<file path="src/rtl/mem_port_arbiter.sv">
// mem_port_arbiter
// Shares one single-ported, word-addressed memory between the instruction-fetch
// requester and the load/store requester. Data accesses win ties, but a streak
// limit guarantees that a waiting fetch is served after MAX_D_STREAK data grants.
// A per-transaction timeout aborts a hung memory access and raises a sticky flag.
// Every output is a register, so there is no combinational path from any input.

module mem_port_arbiter #(
    parameter int ADDR_W       = 32,
    parameter int DATA_W       = 32,
    parameter int MAX_D_STREAK = 4,
    parameter int TIMEOUT      = 64
) (
    input  logic              clock,
    input  logic              reset_n,

    input  logic              if_req,
    input  logic [ADDR_W-1:0] if_addr,
    output logic              if_done,
    output logic [DATA_W-1:0] if_rdata,

    input  logic              d_req,
    input  logic              d_we,
    input  logic [ADDR_W-1:0] d_addr,
    input  logic [DATA_W-1:0] d_wdata,
    output logic              d_done,
    output logic [DATA_W-1:0] d_rdata,

    output logic              mem_req,
    output logic              mem_we,
    output logic [ADDR_W-1:0] mem_addr,
    output logic [DATA_W-1:0] mem_wdata,
    input  logic              mem_ack,
    input  logic [DATA_W-1:0] mem_rdata,

    output logic              err,
    output logic              bus_err
);

    localparam int STREAK_W = $clog2(MAX_D_STREAK + 1);
    localparam int TMO_W    = $clog2(TIMEOUT);

    localparam logic [STREAK_W-1:0] STREAK_LIMIT = STREAK_W'(MAX_D_STREAK);
    localparam logic [TMO_W-1:0]    TMO_LAST     = TMO_W'(TIMEOUT - 1);

    typedef enum logic [1:0] {
        IDLE  = 2'd0,
        ISSUE = 2'd1,
        RESP  = 2'd2
    } state_t;

    state_t               state, state_nxt;
    logic                 owner_d, owner_d_nxt;
    logic [STREAK_W-1:0]  streak, streak_nxt;
    logic [TMO_W-1:0]     tmo_cnt, tmo_cnt_nxt;

    logic                 grant_d, grant_f;

    logic                 mem_req_nxt, mem_we_nxt;
    logic [ADDR_W-1:0]    mem_addr_nxt;
    logic [DATA_W-1:0]    mem_wdata_nxt;
    logic                 if_done_nxt, d_done_nxt;
    logic [DATA_W-1:0]    if_rdata_nxt, d_rdata_nxt;
    logic                 err_nxt, bus_err_nxt;

    // Next-state and next-output logic: arbitration in IDLE, completion or abort in ISSUE.
    always_comb begin
        state_nxt     = state;
        owner_d_nxt   = owner_d;
        streak_nxt    = streak;
        tmo_cnt_nxt   = tmo_cnt;
        grant_d       = 1'b0;
        grant_f       = 1'b0;
        mem_req_nxt   = mem_req;
        mem_we_nxt    = mem_we;
        mem_addr_nxt  = mem_addr;
        mem_wdata_nxt = mem_wdata;
        if_done_nxt   = 1'b0;
        d_done_nxt    = 1'b0;
        if_rdata_nxt  = if_rdata;
        d_rdata_nxt   = d_rdata;
        err_nxt       = 1'b0;
        bus_err_nxt   = bus_err;

        case (state)
            IDLE: begin
                if (d_req && (!if_req || (streak != STREAK_LIMIT))) begin
                    grant_d = 1'b1;
                end else if (if_req) begin
                    grant_f = 1'b1;
                end

                if (grant_f || !if_req) begin
                    streak_nxt = '0;
                end else if (grant_d && (streak != STREAK_LIMIT)) begin
                    streak_nxt = streak + 1'b1;
                end

                if (grant_d) begin
                    owner_d_nxt   = 1'b1;
                    mem_req_nxt   = 1'b1;
                    mem_we_nxt    = d_we;
                    mem_addr_nxt  = d_addr;
                    mem_wdata_nxt = d_wdata;
                    tmo_cnt_nxt   = '0;
                    state_nxt     = ISSUE;
                end else if (grant_f) begin
                    owner_d_nxt   = 1'b0;
                    mem_req_nxt   = 1'b1;
                    mem_we_nxt    = 1'b0;
                    mem_addr_nxt  = if_addr;
                    mem_wdata_nxt = '0;
                    tmo_cnt_nxt   = '0;
                    state_nxt     = ISSUE;
                end
            end

            ISSUE: begin
                if (mem_ack) begin
                    mem_req_nxt = 1'b0;
                    state_nxt   = RESP;
                    if (owner_d) begin
                        d_done_nxt  = 1'b1;
                        d_rdata_nxt = mem_we ? '0 : mem_rdata;
                    end else begin
                        if_done_nxt  = 1'b1;
                        if_rdata_nxt = mem_rdata;
                    end
                end else if (tmo_cnt == TMO_LAST) begin
                    mem_req_nxt = 1'b0;
                    err_nxt     = 1'b1;
                    bus_err_nxt = 1'b1;
                    state_nxt   = RESP;
                    if (owner_d) begin
                        d_done_nxt  = 1'b1;
                        d_rdata_nxt = '0;
                    end else begin
                        if_done_nxt  = 1'b1;
                        if_rdata_nxt = '0;
                    end
                end else begin
                    tmo_cnt_nxt = tmo_cnt + 1'b1;
                end
            end

            RESP: begin
                state_nxt = IDLE;
            end

            default: begin
                state_nxt = IDLE;
            end
        endcase
    end

    // State and output registers; reset drops any in-flight transaction without a done.
    always_ff @(posedge clock or negedge reset_n) begin
        if (!reset_n) begin
            state     <= IDLE;
            owner_d   <= 1'b0;
            streak    <= '0;
            tmo_cnt   <= '0;
            mem_req   <= 1'b0;
            mem_we    <= 1'b0;
            mem_addr  <= '0;
            mem_wdata <= '0;
            if_done   <= 1'b0;
            d_done    <= 1'b0;
            if_rdata  <= '0;
            d_rdata   <= '0;
            err       <= 1'b0;
            bus_err   <= 1'b0;
        end else begin
            state     <= state_nxt;
            owner_d   <= owner_d_nxt;
            streak    <= streak_nxt;
            tmo_cnt   <= tmo_cnt_nxt;
            mem_req   <= mem_req_nxt;
            mem_we    <= mem_we_nxt;
            mem_addr  <= mem_addr_nxt;
            mem_wdata <= mem_wdata_nxt;
            if_done   <= if_done_nxt;
            d_done    <= d_done_nxt;
            if_rdata  <= if_rdata_nxt;
            d_rdata   <= d_rdata_nxt;
            err       <= err_nxt;
            bus_err   <= bus_err_nxt;
        end
    end

endmodule

</file>
<file path="config.mk">
export PLATFORM = sky130hd
export DESIGN_NAME = mem_port_arbiter
export DESIGN_NICKNAME = d
export VERILOG_FILES = /design/src/rtl/mem_port_arbiter.sv
export SDC_FILE = /design/constraint.sdc
export NUM_CORES = 1
export LEC_CHECK = 0
export CAP_MARGIN = 20
export CORE_MARGIN = 2
export CORE_UTILIZATION = 35
export CTS_CLUSTER_SIZE = 25
export DETAILED_ROUTE_END_ITERATION = 6
export PLACE_DENSITY = 0.79
export SYNTH_ARGS = -nofsm -noshare
export SYNTH_HDL_FRONTEND = slang
export SYNTH_SLANG_ARGS = --single-unit
</file>
<file path="constraint.sdc">
create_clock -name clock -period 2.2 [get_ports clock]
set_clock_uncertainty 0.05 [all_clocks]
set_input_delay 0.44 -clock clock [delete_from_list [all_inputs] [get_ports clock]]
set_output_delay 0.44 -clock clock [all_outputs]
set_load 0.01 [all_outputs]
</file>
Word-level counts from Yosys, hierarchy flattened
Cells that the tools add are included.
{"block": "totals", "regBits": 146, "latchBits": 0, "mem_bits_rw": 0, "rom_bits": 0, "inputBits": 134, "output_inout_bits": 134, "word_cells": 92, "n_memories": 0}
{"block": "classes", "n_addsub": 2, "mul": 0, "n_div": 0, "n_lt_le_gt_ge": 0, "n_eq_ne": 7, "n_shift": 0, "muxes": 49, "n_bitwise": 2, "reduce_logical": 18}
{"op": "$mux 32", "n": 13}
{"op": "$mux 6", "n": 4}
{"op": "$mux 1", "n": 23}
{"op": "$pmux 6 s2", "n": 1}
{"op": "$reduce_and 3->1", "n": 4}
{"op": "$ne 3x3->1 const B", "n": 3}
{"op": "$mux 2", "n": 4}
{"op": "$reduce_bool 2->1", "n": 4}
{"op": "$add 6x1->6 const B", "n": 1}
{"op": "$eq 6x6->1 const B", "n": 1}
{"op": "$mux 3", "n": 2}
{"op": "$reduce_and 2->1", "n": 3}
{"op": "$ne 2x2->1 const B", "n": 2}
{"op": "$pmux 2 s2", "n": 1}
{"op": "$reduce_and 4->1", "n": 1}
{"op": "$add 3x1->3 const B", "n": 1}
{"op": "$eq 2x1->1 const B", "n": 1}
{"op": "$logic_and 1x1->1", "n": 2}
{"op": "$logic_not 2->1", "n": 1}
{"op": "$logic_or 1x1->1", "n": 2}
{"op": "$not 1->1", "n": 2}
{"op": "$pmux 1 s2", "n": 1}
{"op": "$logic_not 1->1", "n": 1}

Logic depth before layout (Yosys ltp)
{"block": "depth", "word_depth": 8, "depth_mapped": 7}

Least setup slack after synthesis
No wires, ideal clock.
{"block": "synth_timing", "path_kind": "register to register", "from": "register streak[0]", "to": "register mem_wdata[22]", "arrival_time_ns": 1.385, "required_time_ns": 2.029, "slack_ns": 0.644, "path_stages_with_launch": 8, "path_buffers": 2, "path_cell_list": "dfrtp_1 inv_1 ha_1 nand3_2 and3_1 buf_2 buf_2 a22o_1"}
{"block": "synth_between", "elab_chain_len": 7, "elab_cells_between_ends": 10, "classes_between": "eq/ne (1); mux (5); reduce/logical (4)"}
{"element": "start, declared", "line": "54", "rtl": "logic [STREAK_W-1:0] streak, streak_nxt;"}
{"element": "start signal, assigned", "line": "176", "rtl": "streak <= streak_nxt;"}
{"element": "$ne 3x3->1 *", "line": "87", "rtl": "if (d_req && (!if_req || (streak != STREAK_LIMIT))) begin"}
{"element": "$logic_or 1x1->1 *", "line": "87"}
{"element": "$logic_and 1x1->1 *", "line": "87"}
{"element": "$mux 1", "line": "87"}
{"element": "$mux 1", "line": "85", "rtl": "case (state)"}
{"element": "$reduce_bool 2->1 (no source line)"}
{"element": "$reduce_and 2->1 (no source line)"}
{"element": "end signal, assigned", "line": "181", "rtl": "mem_wdata <= mem_wdata_nxt;"}
{"element": "end, declared", "line": "32", "rtl": "output logic [DATA_W-1:0] mem_wdata,"}
Mark *: on every way between the ends. The rest lies on a longest branch, timed or not. The select of a mux whose other input is x is not followed.
A chain may end at the register's enable or synchronous reset.

Worst setup path after layout
{"block": "layout_timing", "from": "register mem_we", "to": "output mem_we"}
{"element": "start, declared", "line": "30", "rtl": "output logic mem_we,"}
{"element": "start signal, assigned", "line": "179", "rtl": "mem_we <= mem_we_nxt;"}
No word-level cell between the ends.

==> run metrics <==
Worst Slack Setup Final about 0.26 ns; CP arrival approximately 1.5 ns; pin count of the biggest net entering global routing 49; Die Outline Area between 0.015 and 0.02 mm^2; setup slack, reg-to-reg 0.48 ns; number of iterations in the first detailed-routing pass 4; flip-flop and latch count after synthesis around 150; Num Clock Sinks approximately 150; Final nets around 900; count of antenna diodes in the layout 0; relative slew slack a little under three quarters; ranking of synthesized cells by area dfrtp_1 60%, a22o_1 14%, o2111ai_1 4.6%; slowest stage cell, crit path clkdlybuf4s50_1; setup repair after global routing missed its margin no; final-report hold violation count 0; average cell area after synthesis around 12 um^2; deepest clock path buffer count 2; pre-CTS setup slack roughly 0.13 ns; Gate power share a little over two fifths; final RePlAce weighted congestion 0.791; family with the most delay on the worst path buffers and inverters; result of the run finished clean; floorplan die width 136 um; CTS root buf clkbuf_16; WP buf/inv 1; number of enable flip-flop cells after synthesis 0; instance count of the mapped netlist slightly below 500; Worst Hold Class flip-flop to flip-flop; number of rows in the core area 48; top cell type by total area after synthesis dfrtp_1; Worst Setup Path Type flip-flop to primary output; number of max-cap violations 0; commonest register cell after synthesis dfrtp_1; Int Pwr 8.90 mW; f_max slightly above 500 MHz; starting density of the core a little over a third; fraction of layout instances using a drive strength above 1 under 10%; critical path endpoint category primary output; # DRC 0; most common cell in the synthesized netlist dfrtp_1; CTS tree done; final-layout worst hold slack 0.440 ns; placed insts around 960; average vias per placed instance approximately 5.4; source-to-sink clock delay at the later pin of the worst-skew pair 0.41 ns; power share of the clock group approximately 22%; fraction of synthesis flops using an asynchronous set or reset pin between 90% and 100%; area growth from synthesis to layout 59.2%; number of global-route vias before repair ~5400; IR drop worst, VDD between 0.7 and 0.8 mV; GRT Util Overall 20.0%; Critical Path Max Stage Delay about 0.60 ns; slew of the pin with the lowest slew margin around 0.43 ns; count of warnings emitted by yosys 0; clock buffers created by TritonCTS 17; biggest fanout along the worst timing path 3; total congestion overflow after global routing 0; clock-pin transition on the worst setup and hold timing paths roughly 0.07 ns; Synth cell types 46; num ports 268; top cell types by occurrence after synthesis 146 x dfrtp_1, 97 x a22o_1, 36 x nand3_1; share of the clock period used by the worst path between 80% and 90%; ANT nets after route 0; leakage power between 4 and 5 nW; Final min period about 1.9 ns; number of max-slew violations in the final report 0; critical path, cell by cell clkdlybuf4s50_1; first-pass GRT wire length between 20000 and 30000 um; top-area cell type share of the netlist area about three fifths; kind of start point of the critical path flip-flop; detailed-placement wirelength estimate ~13000 um; final cell count without fillers 991; core region area roughly 0.017 mm^2; sum of negative setup slack 0 ns; ratio of total power to cell area approximately 1400 mW/mm^2; part of the Yosys area used for sequential elements 59.9%; Total Routed Length about 18000 um; total nets after synthesis approximately 630; Sw Pwr roughly 4.5 mW; antenna violations before repair 0; die outline height ~140 um; detailed-route via count ~5400; setup violators final 0; share of total power consumed by net switching 33.6%; Netlist Area Pre-Place around 0.0061 mm^2; average routed wire per standard cell 18.7 um; H-tree Lvls 4; required time worst endpoint around 1.7 ns; number of buffer cells added on primary ports between 200 and 300; power share of the sequential group 34.6%; DRT iter0 DRCs 202
## path summary, 6_finish.rpt
kind                            cells past startpoint     start            end
worst max-delay path                                1    mem_we         mem_we
worst min-delay path                                1   bus_err        bus_err
worst max register to register                      4  state[0]  mem_wdata[19]
worst min register to register                      1   bus_err        bus_err
max in group asynchronous                           3   reset_n   mem_wdata[9]
min in group asynchronous                           2   reset_n   mem_addr[20]
## placed cells by master, fill, tap and decap left out, drive strengths merged, types with 3 or more instances in the layout
master | netlist | final
nand3 | 37 | 37
nand2 | 5 | 5
nand4 | 33 | 33
clkinv | 0 | 6
a22o | 97 | 97
o21ai | 39 | 39
nor2 | 5 | 5
dfrtp | 146 | 146
o2111ai | 32 | 32
a21oi | 5 | 5
clkdlybuf4s50 | 0 | 266
clkbuf | 29 | 17
and4b | 3 | 3
mux2i | 3 | 3
buf | 24 | 23
inv | 10 | 16
ha | 3 | 3
## cell type report
class	count	area (um^2)
well taps	225	282
inverters	10	37.5
fillers	1469	7470
repair buffers	290	2960
clock inverters	15	196
multi-input cells	288	2150
flip-flops and latches	146	3650
clock buffers	17	425
## registers in the layout, summed over array words and instances, names as in the netlist
signal and cells:
bus_err 1, d_done 1, d_rdata 32, err 1
if_done 1, if_rdata 32, mem_addr 32, mem_req 1
mem_wdata 32, mem_we 1, owner_d 1, state 2
streak 3, tmo_cnt 6
## metal layers
| metal | global-route usage (%) | vias up | share of wire, % |
|---|---|---|---|
| met5 | 0 | - | 0 |
| met4 | 6.13 | 0 | 1.5 |
| met3 | 7.87 | 17 | 10 |
| met2 | 31.3 | 271 | 46 |
| met1 | 25.7 | 2624 | 42 |
| li1 | - | 2472 | - |
## what timing repair did
action | CTS | global route
setup buffers | 0 | 0
gates resized for setup | 0 | 0
endpoints found under the setup margin | 0 | 0
hold buffers | 1 | 0
hold endpoints to repair | 32 | 0
## metrics by stage
step	utilization, %	area, um^2	total power, mW
final	56.5	9710	13.4
after global routing	56.5	9710	14.2
after CTS	56.5	9710	13.5
after detailed placement	52.8	9070	10.4
after global placement	52.8	9070	10.3
after floorplan	-	6100	7.16
## power by group through the flow
stage | logic, mW | registers [mW] | clock network [mW]
2_1_floorplan | 2.11 | 5.05 | 0
3_3_place_gp | 5.66 | 4.62 | 0
3_5_place_dp | 5.77 | 4.66 | 0
4_1_cts | 5.80 | 4.64 | 3.10
5_1_grt | 6.19 | 4.77 | 3.23
6_report | 5.75 | 4.64 | 3.01
## cell families after synthesis
logic type | share of synthesized area, %
mux | 0.493
flops | 59.9
compound gates | 24.1
simple gates | 9.85
buf+inv | 4.89
fa+ha+maj | 0.616
xor+xnor | 0.144
Power figures use the tool's default switching activity.
